`src/rtl/pc_fetch_sequencer.sv`:
```
// PC/fetch control sequencer for the single-issue MIPS core.
// It steps through fetch, execute and PC update, and holds a sticky halt on timeout or a decoded halt.
module pc_fetch_sequencer #(
    parameter int unsigned TIMEOUT = 16,
    parameter int unsigned CNT_W   = 32
) (
    input  logic             Clk,
    input  logic             ReSetN,
    input  logic             IAck,
    input  logic             ExecDone,
    input  logic             IsBeq,
    input  logic             IsBne,
    input  logic             IsJ,
    input  logic             IsJr,
    input  logic             IsHalt,
    input  logic             Zero,
    input  logic             Stall,
    output logic             IReq,
    output logic             IrWrite,
    output logic             PcWrite,
    output logic [2:0]       Branch,
    output logic             PcSel,
    output logic             Halted,
    output logic [CNT_W-1:0] RetireCnt,
    output logic [CNT_W-1:0] RedirCnt
);

    localparam int unsigned TO_W = 8;

    localparam logic [2:0] BR_JR  = 3'b111;
    localparam logic [2:0] BR_J   = 3'b011;
    localparam logic [2:0] BR_BEQ = 3'b010;
    localparam logic [2:0] BR_BNE = 3'b001;
    localparam logic [2:0] BR_SEQ = 3'b000;

    typedef enum logic [2:0] {
        IDLE   = 3'd0,
        FETCH  = 3'd1,
        EXEC   = 3'd2,
        UPDATE = 3'd3,
        HALT   = 3'd4
    } state_t;

    state_t            state_q, state_d;
    logic              beq_q, bne_q, j_q, jr_q, zero_q;
    logic              beq_d, bne_d, j_d, jr_d, zero_d;
    logic [TO_W-1:0]   tcnt_q, tcnt_d;
    logic              ireq_d, pcwrite_d, pcsel_d, halted_d;
    logic [2:0]        branch_d;
    logic [CNT_W-1:0]  retire_d, redir_d;

    // State, latched decode and registered outputs
    always_ff @(posedge Clk or negedge ReSetN) begin
        if (!ReSetN) begin
            state_q   <= IDLE;
            beq_q     <= 1'b0;
            bne_q     <= 1'b0;
            j_q       <= 1'b0;
            jr_q      <= 1'b0;
            zero_q    <= 1'b0;
            tcnt_q    <= '0;
            IReq      <= 1'b0;
            PcWrite   <= 1'b0;
            Branch    <= BR_SEQ;
            PcSel     <= 1'b0;
            Halted    <= 1'b0;
            RetireCnt <= '0;
            RedirCnt  <= '0;
        end else begin
            state_q   <= state_d;
            beq_q     <= beq_d;
            bne_q     <= bne_d;
            j_q       <= j_d;
            jr_q      <= jr_d;
            zero_q    <= zero_d;
            tcnt_q    <= tcnt_d;
            IReq      <= ireq_d;
            PcWrite   <= pcwrite_d;
            Branch    <= branch_d;
            PcSel     <= pcsel_d;
            Halted    <= halted_d;
            RetireCnt <= retire_d;
            RedirCnt  <= redir_d;
        end
    end

    // Next state, plus output values for the cycle the next state occupies
    always_comb begin
        state_d  = state_q;
        beq_d    = beq_q;
        bne_d    = bne_q;
        j_d      = j_q;
        jr_d     = jr_q;
        zero_d   = zero_q;
        tcnt_d   = tcnt_q;
        retire_d = RetireCnt;
        redir_d  = RedirCnt;
        branch_d = BR_SEQ;
        pcsel_d  = 1'b0;

        case (state_q)
            IDLE: state_d = FETCH;
            FETCH: begin
                if (IAck) begin
                    state_d = EXEC;
                    tcnt_d  = '0;
                end else begin
                    tcnt_d = TO_W'(tcnt_q + TO_W'(1));
                    if (tcnt_d == TO_W'(TIMEOUT)) state_d = HALT;
                end
            end
            EXEC: begin
                if (ExecDone) begin
                    beq_d   = IsBeq;
                    bne_d   = IsBne;
                    j_d     = IsJ;
                    jr_d    = IsJr;
                    zero_d  = Zero;
                    state_d = IsHalt ? HALT : UPDATE;
                end
            end
            UPDATE: begin
                // PcWrite was decided from Stall on the edge entering this cycle
                if (PcWrite) begin
                    state_d  = FETCH;
                    retire_d = CNT_W'(RetireCnt + CNT_W'(1));
                    if (Branch == BR_JR || Branch == BR_J || PcSel)
                        redir_d = CNT_W'(RedirCnt + CNT_W'(1));
                end
            end
            HALT: state_d = HALT;
            default: state_d = IDLE;
        endcase

        ireq_d    = (state_d == FETCH);
        halted_d  = (state_d == HALT);
        pcwrite_d = (state_d == UPDATE) && !PcWrite && !Stall;

        if (state_d == UPDATE) begin
            if (jr_d) begin
                branch_d = BR_JR;
            end else if (j_d) begin
                branch_d = BR_J;
            end else if (beq_d) begin
                branch_d = BR_BEQ;
                pcsel_d  = zero_d;
            end else if (bne_d) begin
                branch_d = BR_BNE;
                pcsel_d  = !zero_d;
            end
        end
    end

    assign IrWrite = (state_q == FETCH) && IAck;

endmodule

```
`config.mk`:
```
export PLATFORM = sky130hd
export DESIGN_NAME = pc_fetch_sequencer
export DESIGN_NICKNAME = d
export VERILOG_FILES = /design/src/rtl/pc_fetch_sequencer.sv
export SDC_FILE = /design/constraint.sdc
export NUM_CORES = 1
export LEC_CHECK = 0
export BUFFER_PORTS_ARGS = -buffer_cell sky130_fd_sc_hd__buf_4
export CORE_MARGIN = 3
export CORE_UTILIZATION = 45
export DETAILED_ROUTE_END_ITERATION = 8
export PLACE_DENSITY = 0.71
export SLEW_MARGIN = 15
export SYNTH_ARGS = -nofsm -noshare
export SYNTH_HDL_FRONTEND = slang
export SYNTH_SLANG_ARGS = --single-unit
export TNS_END_PERCENT = 5
```
`constraint.sdc`:
```
create_clock -name Clk -period 2.7 [get_ports Clk]
set_input_delay 0.135 -clock Clk [delete_from_list [all_inputs] [get_ports Clk]]
set_output_delay 0.135 -clock Clk [all_outputs]
set_load 0.02 [all_outputs]
```
# ---- After elaboration in Yosys (flattened, before gate mapping)
# Cells that the tools add are included.
dict set report word_totals {
  register_bits 87
  input_bits 11
  out_inout_bits 72
  wordCells 65
}
dict set report classes {
  addsub 3
  eq_ne 10
  n_mux 27
  reduce_logical 11
}
# op n
set op_table {}
lappend op_table {{32-bit by 1-bit adder with 32-bit output (second input constant)} 2}
lappend op_table {{3-bit two-way mux} 7}
lappend op_table {{1-bit two-way mux} 16}
lappend op_table {{3-bit case mux with 5 select lines} 1}
lappend op_table {{3-bit by 2-bit == test with 1-bit output (second input constant)} 4}
lappend op_table {{3-bit == test (second input constant)} 3}
lappend op_table {{8-bit by 1-bit adder with 8-bit output (second input constant)} 1}
lappend op_table {{8-bit by 5-bit == test with 1-bit output (second input constant)} 1}
lappend op_table {{8-bit two-way mux} 1}
lappend op_table {{3-bit by 1-bit == test with 1-bit output (second input constant)} 2}
lappend op_table {{2-bit two-way mux} 2}
lappend op_table {{1-bit logical AND} 3}
lappend op_table {{1-bit zero test} 3}
lappend op_table {{3-bit zero test} 1}
lappend op_table {{3-bit AND reduction} 1}
lappend op_table {{1-bit logical OR} 2}
lappend op_table {{2-bit AND reduction} 1}

# ---- Depth between registers and ports, before layout
# Gate-level depths: netlist of the first run.
dict set report depth {
  depth_word 8
  mapped_depth 8
  ltp_nobuf 6
}

# ---- Least setup slack after synthesis of the first run
# No wires, ideal clock.
dict set report synth_timing {
  path_type {register to register}
  from {reg PcWrite}
  to {reg RetireCnt[31]}
  setup_ns 0.079
  arrival_ns 1.871
  t_required_ns 2.621
  slack_ns 0.750
  stages_incl_launch_ff 6
  path_buffers 0
  period_less_slack_ns 1.950
  cell_sequence {dfrtp_1 > nand4b_4 > or3_4 > or4_4 > nor3_2 > xor2_1}
}
dict set report synth_via {
  elab_chain_cells 1
}
# element line_no
set synth_rtl {}
lappend synth_rtl {{from (decl)} 20} ;# output logic PcWrite,
lappend synth_rtl {{from (signal assigned)} 78} ;# PcWrite <= pcwrite_d;
lappend synth_rtl {{2-bit AND reduction (no source line)} --}
lappend synth_rtl {{to (signal assigned)} 82} ;# RetireCnt <= retire_d;
lappend synth_rtl {{to (decl)} 24} ;# output logic [CNT_W-1:0] RetireCnt,
# No other way between the ends.
# A chain may end at the register's enable or synchronous reset.

# ---- Worst setup path after layout of the first run
dict set report layout_timing {
  from {reg tcnt_q[0]}
  to {reg state_q[0]}
}
dict set report layout_via {
  elab_chain_cells 5
}
# element line_no
set layout_rtl {}
lappend layout_rtl {{from (decl)} 47} ;# logic [TO_W-1:0] tcnt_q, tcnt_d;
lappend layout_rtl {{from (signal assigned)} 76} ;# tcnt_q <= tcnt_d;
lappend layout_rtl {{8-bit by 1-bit adder with 8-bit output} 108} ;# tcnt_d = TO_W'(tcnt_q + TO_W'(1));
lappend layout_rtl {{8-bit by 5-bit == test with 1-bit output} 109} ;# if (tcnt_d == TO_W'(TIMEOUT)) state_d = HALT;
lappend layout_rtl {{3-bit two-way mux} 109}
lappend layout_rtl {{3-bit two-way mux} 104} ;# if (IAck) begin
lappend layout_rtl {{3-bit case mux with 5 select lines} 101} ;# case (state_q)
lappend layout_rtl {{via state_d[0]} 44} ;# state_t state_q, state_d;
lappend layout_rtl {{to (signal assigned)} 70} ;# state_q <= state_d;
lappend layout_rtl {{to (decl)} 44}
# The timed path passes the listed nets, and every way through them passes these cells.

==> metrics.cfg, run 1 <==
[pwr]
netSwitchingFraction=0.2982
seqPwrFrac=0.500
ir_drop_mv=0.3762
clkPwrFrac=0.313
power_density_nw_per_um2=637.2
p_leak_uw=0.002411
p_switching_uw=938.4
p_comb_frac=0.187
p_int_uw=2208

[clocking]
htree_levels=3
cts_root_buf=clkbuf_8
cts_tree=built
clock-sinks=87
cts_resized=0
clkLatencyLatePin_ps=350
cts_hold_buf=1
cts_setup_buffers=0
cts.clk_slew.worst_paths_ps=80
ctsLongestPathBuffers=2
numCtsBuffers=9

[layout]
fin_util=0.5892
most-common-layout-cells=dfrtp_1 (87), buf_4 (83), nand2_1 (48)
drive_above_1_share=0.2298
final_net_count=479
final_common_cell=dfrtp_1
area_delta_synth_final_pct=24.83
antennaDiodeCount=0

[yosys]
synth_edf_count=0
synthArstFlopShare=1.000
synth_area_per_cell_um2=10.64
yosys_register_bits=87
yosysUniqueCellTypes=40
syn-instance-count=372
synth.yosys.seq_area_share=0.5503
syn_nets=386
synth_flop_cell=dfrtp_1
yosys_warnings=0
synth_area_um2=3956

[timing]
rsz0062_at_grt=no
finClkSkew_ps=10.53
min_period_ps=2060
finalHoldViolations=0
slew_violations=0
max_freq_mhz=485.4
slew_headroom=0.4739
setup_tns_ps=0
fin_crit_sh=0.7629
tightest_slew_ps=789.2
setup_viol=0

[routing]
via_count=2986
wire_per_inst_um=14.28
first_iter_violations=118
finalWirelength_um=8213
viasPerCell=5.193
ant_nets=0
drc=0
drtPass1Iterations=4

[hold_path]
min_from=IsJ
holdPathStages=2
worstHoldPathType=primary input to flop
min_to=j_q

[critical_path]
criticalPathCategory=flop to flop
r2r_start=tcnt_q[0]
r2r_setup_slack_ps=640
path_buf_inv=0
required_ps=2910
crit_fanout=6
cp_num_cells=5
worstRegToRegCells=5
startpoint_type=flop
worst_r2r_endpoint=state_q[0]
cp_data_arrival_time_ps=2270
critPathTopFamily=simple AND/OR/NAND/NOR gates
crit_chain=and3_1 > and3_1 > or4_1 > a221oi_1 > o21ai_0
slowest_delay_ps=490
cpMostUsedCell=and3_1
critPathCaptureType=flop
crit_slowest_cell=a221oi_1

[job]
drv_cap=0

[floorplanning]
core_um2=8382
die_area_um2=9953
row_count=33
die_h_um=99.77
io_pins=83
die_w_um=99.77
initial_utilization=0.4720

[global_route]
grt_pass1_wl_um=14220
track_usage=0.1780
overflow=0
grt_max_degree=88
antenna_found_initial=0
first_global_vias=2908

[placed_design]
dp_hpwl_um=5982
gp_congestion=0.8744
numPortBuffers=82

[status]
status=finished clean

[worst max-delay path by stage]
stage / start / to / slack [ps]
5_1_grt: state_q[0] / RedirCnt[21] / 460
6_report: tcnt_q[0] / state_q[0] / 640
2_1_floorplan: PcWrite / RetireCnt[31] / 750
3_5_place_dp: state_q[2] / RetireCnt[31] / 680
3_3_place_gp: tcnt_q[0] / state_q[0] / 730
4_1_cts: tcnt_q[0] / state_q[0] / 650
[sequential cells by signal, indices dropped and copies added (netlist names), 3 cells and up]
| register | cells |
|---|---|
| tcnt_q | 8 |
| RetireCnt | 32 |
| state_q | 3 |
| Branch | 3 |
| RedirCnt | 32 |
[final cells by class]
type / instances / area, um2
Sequential cell: 87 / 2177
Multi-Input combinational cell: 271 / 1724
Clock inverter: 5 / 82.58
Tap cell: 105 / 131.4
Inverter: 10 / 37.54
Clock buffer: 11 / 131.4
Timing Repair Buffer: 86 / 654.4
Fill cell: 730 / 3443
[kinds of logic after synthesis]
logic type               after synthesis  synth area share
multiplexers                           6           0.01676
XOR/XNOR                              62            0.1373
buffers and inverters                 14           0.01392
adder cells (fa/ha/maj)                3          0.009489
AND/OR/NAND/NOR                      169            0.2271
AO/OA/AOI/OAI                         31           0.04523
flip-flops                            87            0.5503
[power groups by stage]
stage               Sequential (uW)  Combinational (uW)  Clock (uW)
finish                         1570                 589         985
global route                   1600                 672        1080
CTS                            1570                 599        1010
detailed placement             1600                 594           0
global placement               1590                 587           0
floorplan                      1620                 342           0
[cell usage after synthesis, types with 3 or more instances]
cell | count | area [um2]
dfrtp_1 | 87 | 2177
nand2_1 | 48 | 180.2
xnor2_1 | 41 | 359.1
nor2_1 | 28 | 105.1
nand3_1 | 24 | 120.1
xor2_1 | 21 | 183.9
o21ai_0 | 16 | 80.08
nand4_1 | 13 | 81.33
nor3_1 | 13 | 65.06
inv_1 | 10 | 37.54
a21oi_1 | 6 | 30.03
and3_1 | 6 | 37.54
and4_1 | 6 | 52.55
mux2_2 | 5 | 56.30
nand2b_1 | 5 | 31.28
nor2b_1 | 5 | 31.28
nor4_1 | 4 | 25.02
a21o_1 | 3 | 22.52
ha_1 | 3 | 37.54
o31ai_1 | 3 | 22.52
[per-stage QoR]
stage / instances / total power, uW / setup slack (ps) / hold WS (ps) / area (um2)
floorplan: 372 / 1962 / 749.5 / -160.6 / 3956
global placement: 557 / 2176 / 728.8 / 305.3 / 4701
detailed placement: 557 / 2193 / 676.3 / 309.3 / 4701
CTS: 574 / 3180 / 646.9 / 8.702 / 4925
global route: 575 / 3349 / 455.2 / 6.298 / 4938
finish: 575 / 3147 / 640.0 / 31.67 / 4938
[metal layers]
layer	wire length, um	part of all wire	track usage	up-vias
met5	0	0	0	-
met4	108	0.013	0.06618	0
met3	478	0.058	0.03857	10
met2	3766	0.46	0.2689	64
met1	3859	0.47	0.2525	1440
li1	-	-	-	1472
Note: power is estimated with default switching activity, not from simulation.
==> run 2, diff against run 1 <==
Clock period 2.7 ns to 2.1 ns, I/O delays scaled along.
==> run 2 against run 1 <==
Against the previous run: sequential cell count stayed put; via count is 2.2% higher; critical path depth stayed put; sequential share of layout area is 1.4 points lower; critical endpoint is now RetireCnt[31]; clock-buffer cell count stayed put; maximum frequency is 4.6% higher; worst setup slack worse by 510 ps; clock power is 39% higher; sequential power is 27% higher; design area is 3.4% higher; die area stayed put; highest routed layer unchanged; global-route usage is 0.46 points lower.
==> metrics.cfg, run 2 (synthesized netlist as in run 1, its figures left out) <==
[status]
status=finished clean

[timing]
finalHoldViolations=0
max_freq_mhz=507.9
slew_violations=0
finClkSkew_ps=6.950
tightest_slew_ps=569.9
setup_viol=0
hold_ws_ps=19.01
slew_headroom=0.6161
rsz0062_at_grt=no
fin_crit_sh=0.9376
setup_tns_ps=0
min_period_ps=1969

[global_route]
first_global_vias=2859
grt_max_degree=40
use_met2=0.2653
gr-usage-met1=0.2425
grt_pass1_wl_um=13840
track_usage=0.1735
antenna_found_initial=0
use_met3=0.04208
top_usage_layer=met2
overflow=0

[clocking]
htree_levels=3
cts_root_buf=clkbuf_8
clkLatencyLatePin_ps=350
ctsLongestPathBuffers=2
cts_tree=built
clock-sinks=87
cts.clk_slew.worst_paths_ps=80
numCtsBuffers=9

[routing]
finalWirelength_um=8246
wire_per_inst_um=13.93
ant_nets=0
drtPass1Iterations=4
via_count=3053
viasPerCell=5.157
first_iter_violations=106
drc=0

[critical_path]
criticalPathCategory=flop to flop
worstRegToRegCells=5
required_ps=2370
crit_fanout=8
startpoint=PcWrite
endpoint=RetireCnt[31]
worst_r2r_endpoint=RetireCnt[31]
r2r_start=PcWrite
critPathCaptureType=flop
r2r_setup_slack_ps=130
cp_data_arrival_time_ps=2240
startpoint_type=flop

[layout]
nFillCells=718
final_net_count=496
most-common-layout-cells=buf_4 (97), dfrtp_1 (86), nand2_1 (48)
antennaDiodeCount=0
fin_util=0.6093
final_common_cell=buf_4
drive_above_1_share=0.2526
area_delta_synth_final_pct=29.10
largest_registers=RedirCnt (32), RetireCnt (32), tcnt_q (8)

[floorplanning]
die_area_um2=9953
die_w_um=99.77
initial_utilization=0.4720
core_um2=8382
die_h_um=99.77
row_count=33
io_pins=83

[placed_design]
gp_congestion=0.9048
dp_hpwl_um=6120
numPortBuffers=82

[pwr]
power_density_nw_per_um2=826.1
ir_drop_mv=0.5307
p_leak_uw=0.002502

[job]
drv_cap=0

[hold_path]
worstHoldPathType=primary input to flop

[run 2: cell types whose count changed in the layout (fill, tap and decap cells not counted), sizes merged]
cell	previous run	this run
clkinv	3	1
bufinv	2	3
clkinvlp	0	1
buf	84	98
dlygate4sd3	2	5
[run 2: worst min path at each step]
stage | start | endpoint | cells after the start
2_1_floorplan | ReSetN | Branch[0] | 0
3_3_place_gp | ReSetN | RetireCnt[28] | 1
3_5_place_dp | ReSetN | RetireCnt[28] | 1
4_1_cts | Zero | zero_q | 2
5_1_grt | Zero | zero_q | 2
6_report | Zero | zero_q | 2
[run 2: per-stage QoR]
step | setup slack, ps | total power (uW) | area, um2 | std cells
finish | 131.0 | 4219 | 5107 | 592
global route | 6.054 | 4454 | 5107 | 592
floorplan | 149.5 | 2522 | 3956 | 372
detailed placement | 98.42 | 2873 | 4818 | 571
global placement | 156.8 | 2853 | 4818 | 571
CTS | 78.70 | 4268 | 5106 | 592
[run 2: worst max-delay path, cell delays in order (launching register included)]
cell and delay [ps]:
dfrtp_1 450, nand4b_4 200, or3_4 440, or4_4 460, nor3_2 190, xor2_1 150
[run 2: power breakdown]
group          total, uW  internal [uW]  leakage, uW  switching, uW
logic                841            372      0.00120            469
clock network       1370            794     0.000114            581
registers           2000           1840      0.00119            161
total               4220           3010      0.00250           1210
[run 2: area by class of cell]
type                       count  area, um2  share of cell area
tap                          105      131.4             0.02572
clock inverter                 5      106.4             0.02082
timing repair buffer         103      798.3              0.1563
sequential                    87       2178              0.4265
inverter                      10      37.54            0.007349
multi-input combinational    271       1724              0.3376
clock buffer                  11      131.4             0.02572
[run 2: metal layers]
layer	routed length (um)	up-vias
met4	102	0
met3	577	9
li1	-	1497
met1	3803	1465
met2	3762	82
met5	0	-
[run 2: timing repair]
action | in CTS | in global routing
setup buffers | 0 | 0
endpoints found under the setup margin | 0 | 3
hold endpoints to repair | 40 | 0
hold buffers | 5 | 0
resized for setup | 0 | 1
==> run 3, diff against run 2 <==
Settings changed: ABC_AREA set to 1, CAP_MARGIN set to 20, CORE_UTILIZATION 45 to 30, PLACE_DENSITY 0.71 to 0.51.
==> run 3 against run 2 <==
Against the previous run: first-iteration DRC count grew 120%; design area grew 18%; register-to-register slack improved by 90 ps; sequential share of layout area decreased by 6.4 points; synthesized area up 20%; worst setup slack improved by 91 ps; cell count up 58%; die area up 75%; critical path depth grew 5; clock power increased by 15%.
==> metrics.cfg, run 3 <==
[status]
status=finished clean

[yosys]
synthMostInstantiatedCell=nand2_1
yosys_register_bits=87
synthArstFlopShare=1.000
synth_top_area_cell=dfrtp_1
yosysUniqueCellTypes=33
yosys_warnings=0
synth_area_um2=4760
syn_nets=638
yosys-top-cells-count=nand2_1 (207), dfrtp_1 (87), nor2_1 (84)
synth_area_per_cell_um2=7.628
synth_top_area_share=0.4574
synth_edf_count=0
synth_flop_cell=dfrtp_1
synthTopCellsByArea=dfrtp_1 (46%), nand2_1 (16%), xor2_1 (7.9%)
synth.yosys.seq_area_share=0.4574
syn-instance-count=624

[timing]
slew_violations=0
finClkSkew_ps=7.799
max_freq_mhz=532.6
setup_viol=0
slew_headroom=0.6905
tightest_slew_ps=460.8
rsz0062_at_grt=no
fin_crit_sh=0.8941
setup_tns_ps=0
finalHoldViolations=0
finalWorstSetupSlack_ps=222.4
min_period_ps=1878

[pwr]
clkPwrFrac=0.344
seqPwrFrac=0.443
netSwitchingFraction=0.3150
p_comb_frac=0.213
p_int_uw=3122
p_total_uw=4557
p_leak_uw=0.002875
ir_drop_mv=0.5192
p_switching_uw=1436
power_density_nw_per_um2=759.1

[layout]
most-common-layout-cells=nand2_1 (207), buf_4 (89), dfrtp_1 (87)
nFillCells=1596
final_common_cell=nand2_1
final_net_count=737
antennaDiodeCount=0
largest_registers=RedirCnt (32), RetireCnt (32), tcnt_q (8)
area_delta_synth_final_pct=26.13
drive_above_1_share=0.1678

[floorplanning]
row_count=45
io_pins=83
die_h_um=132.0
initial_utilization=0.3096
core_um2=15370
die_w_um=132.0
die_area_um2=17410

[routing]
drtPass1Iterations=4
first_iter_violations=233
finalWirelength_um=12380
viasPerCell=4.542
drc=0
wire_per_inst_um=13.20
via_count=4260
ant_nets=0

[critical_path]
crit_chain=inv_1 > nand3_2 > nor2_8 > buf_4 > inv_2 > nor2_1 > nand2_1 > nor2_1 > nand2_1 > xnor2_1
required_ps=2330
slowest_delay_ps=400
cp_data_arrival_time_ps=2110
startpoint_type=flop
criticalPathCategory=flop to flop
critPathCaptureType=flop
crit_fanout=12
crit_slowest_cell=dfrtp_1

[placed_design]
dp_hpwl_um=9582
numPortBuffers=82
gp_congestion=0.8585
dpl_worst_slack_ps=182.5

[global_route]
antenna_found_initial=0
track_usage=0.1460
grt_pass1_wl_um=20960
grt_max_degree=36
overflow=0
first_global_vias=4280

[job]
drv_cap=0

[clocking]
cts.clk_slew.worst_paths_ps=60
ctsLongestPathBuffers=2
numCtsBuffers=9
clkLatencyLatePin_ps=340
cts_tree=built
htree_levels=3
cts_root_buf=clkbuf_16
clock-sinks=87

[hold_path]
worstHoldPathType=primary input to flop

run 3: timing repair:
item | in CTS | in global routing
hold endpoints to repair | 33 | 0
hold buffers | 2 | 0
setup buffers | 0 | 0
resized for setup | 0 | 2
endpoints found under the setup margin | 0 | 1
run 3: path summary, 6_finish.rpt:
path | from | endpoint | slack [ps] | cells after the start
worst min register to register | RetireCnt[12] | RetireCnt[12] | 500 | 1
max in group asynchronous | ReSetN | RetireCnt[6] | 1200 | 3
worst max register to register | state_q[2] | RetireCnt[28] | 220 | 10
worst max-delay path | state_q[2] | RetireCnt[28] | 220 | 10
min in group asynchronous | ReSetN | RedirCnt[6] | 260 | 2
worst min-delay path | IsJr | jr_q | 30 | 3
run 3: cell type report:
type / count / area (um2) / area share
well taps: 211 / 264.0 / 0.04398
clock inverters: 4 / 47.55 / 0.007920
repair buffers: 92 / 708.2 / 0.1180
clock buffers: 11 / 232.7 / 0.03877
multi-input cells: 460 / 2300 / 0.3831
flip-flops and latches: 87 / 2177 / 0.3627
inverters: 73 / 274.0 / 0.04564
run 3: cell families after synthesis:
group	Yosys count	share of synthesized area
buffers and inverters	77	0.06099
flip-flops	87	0.4574
AO/OA/AOI/OAI	35	0.04311
XOR/XNOR	57	0.1049
AND/OR/NAND/NOR	365	0.3257
adder cells (fa/ha/maj)	3	0.007887
run 3: metrics by stage:
step | cells | cell area (um2) | hold WS (ps) | util
3_5_place_dp | 921 | 5695 | 93.44 | 0.3705
2_1_floorplan | 624 | 4760 | -190.6 | -
3_3_place_gp | 921 | 5695 | 93.77 | 0.3705
6_report | 938 | 6003 | 27.92 | 0.3906
5_1_grt | 938 | 6003 | 30.63 | 0.3906
4_1_cts | 938 | 5996 | 9.502 | 0.3901
run 3: power groups by stage:
| stage | combinational [uW] | clock [uW] | sequential [uW] |
|---|---|---|---|
| 6_report | 972 | 1570 | 2020 |
| 5_1_grt | 1100 | 1670 | 2050 |
| 4_1_cts | 990 | 1620 | 2020 |
| 3_5_place_dp | 980 | 0 | 2050 |
| 3_3_place_gp | 966 | 0 | 2050 |
| 2_1_floorplan | 529 | 0 | 2110 |
run 3: critical path, delay by kind of cell, from the launching register on:
kind | cells | cell delay (ps)
buffers and inverters | 3 | 430
and+or+nand+nor | 6 | 820
DFF | 1 | 400
xor gates and xnor gates | 1 | 120
run 3: metal layers:
metal	vias to the layer above	track usage	share of wire
met3	16	0.02595	0.038
met1	2014	0.2006	0.49
met2	88	0.2289	0.45
met4	0	0.05834	0.021
met5	-	0	0
li1	2142	-	-
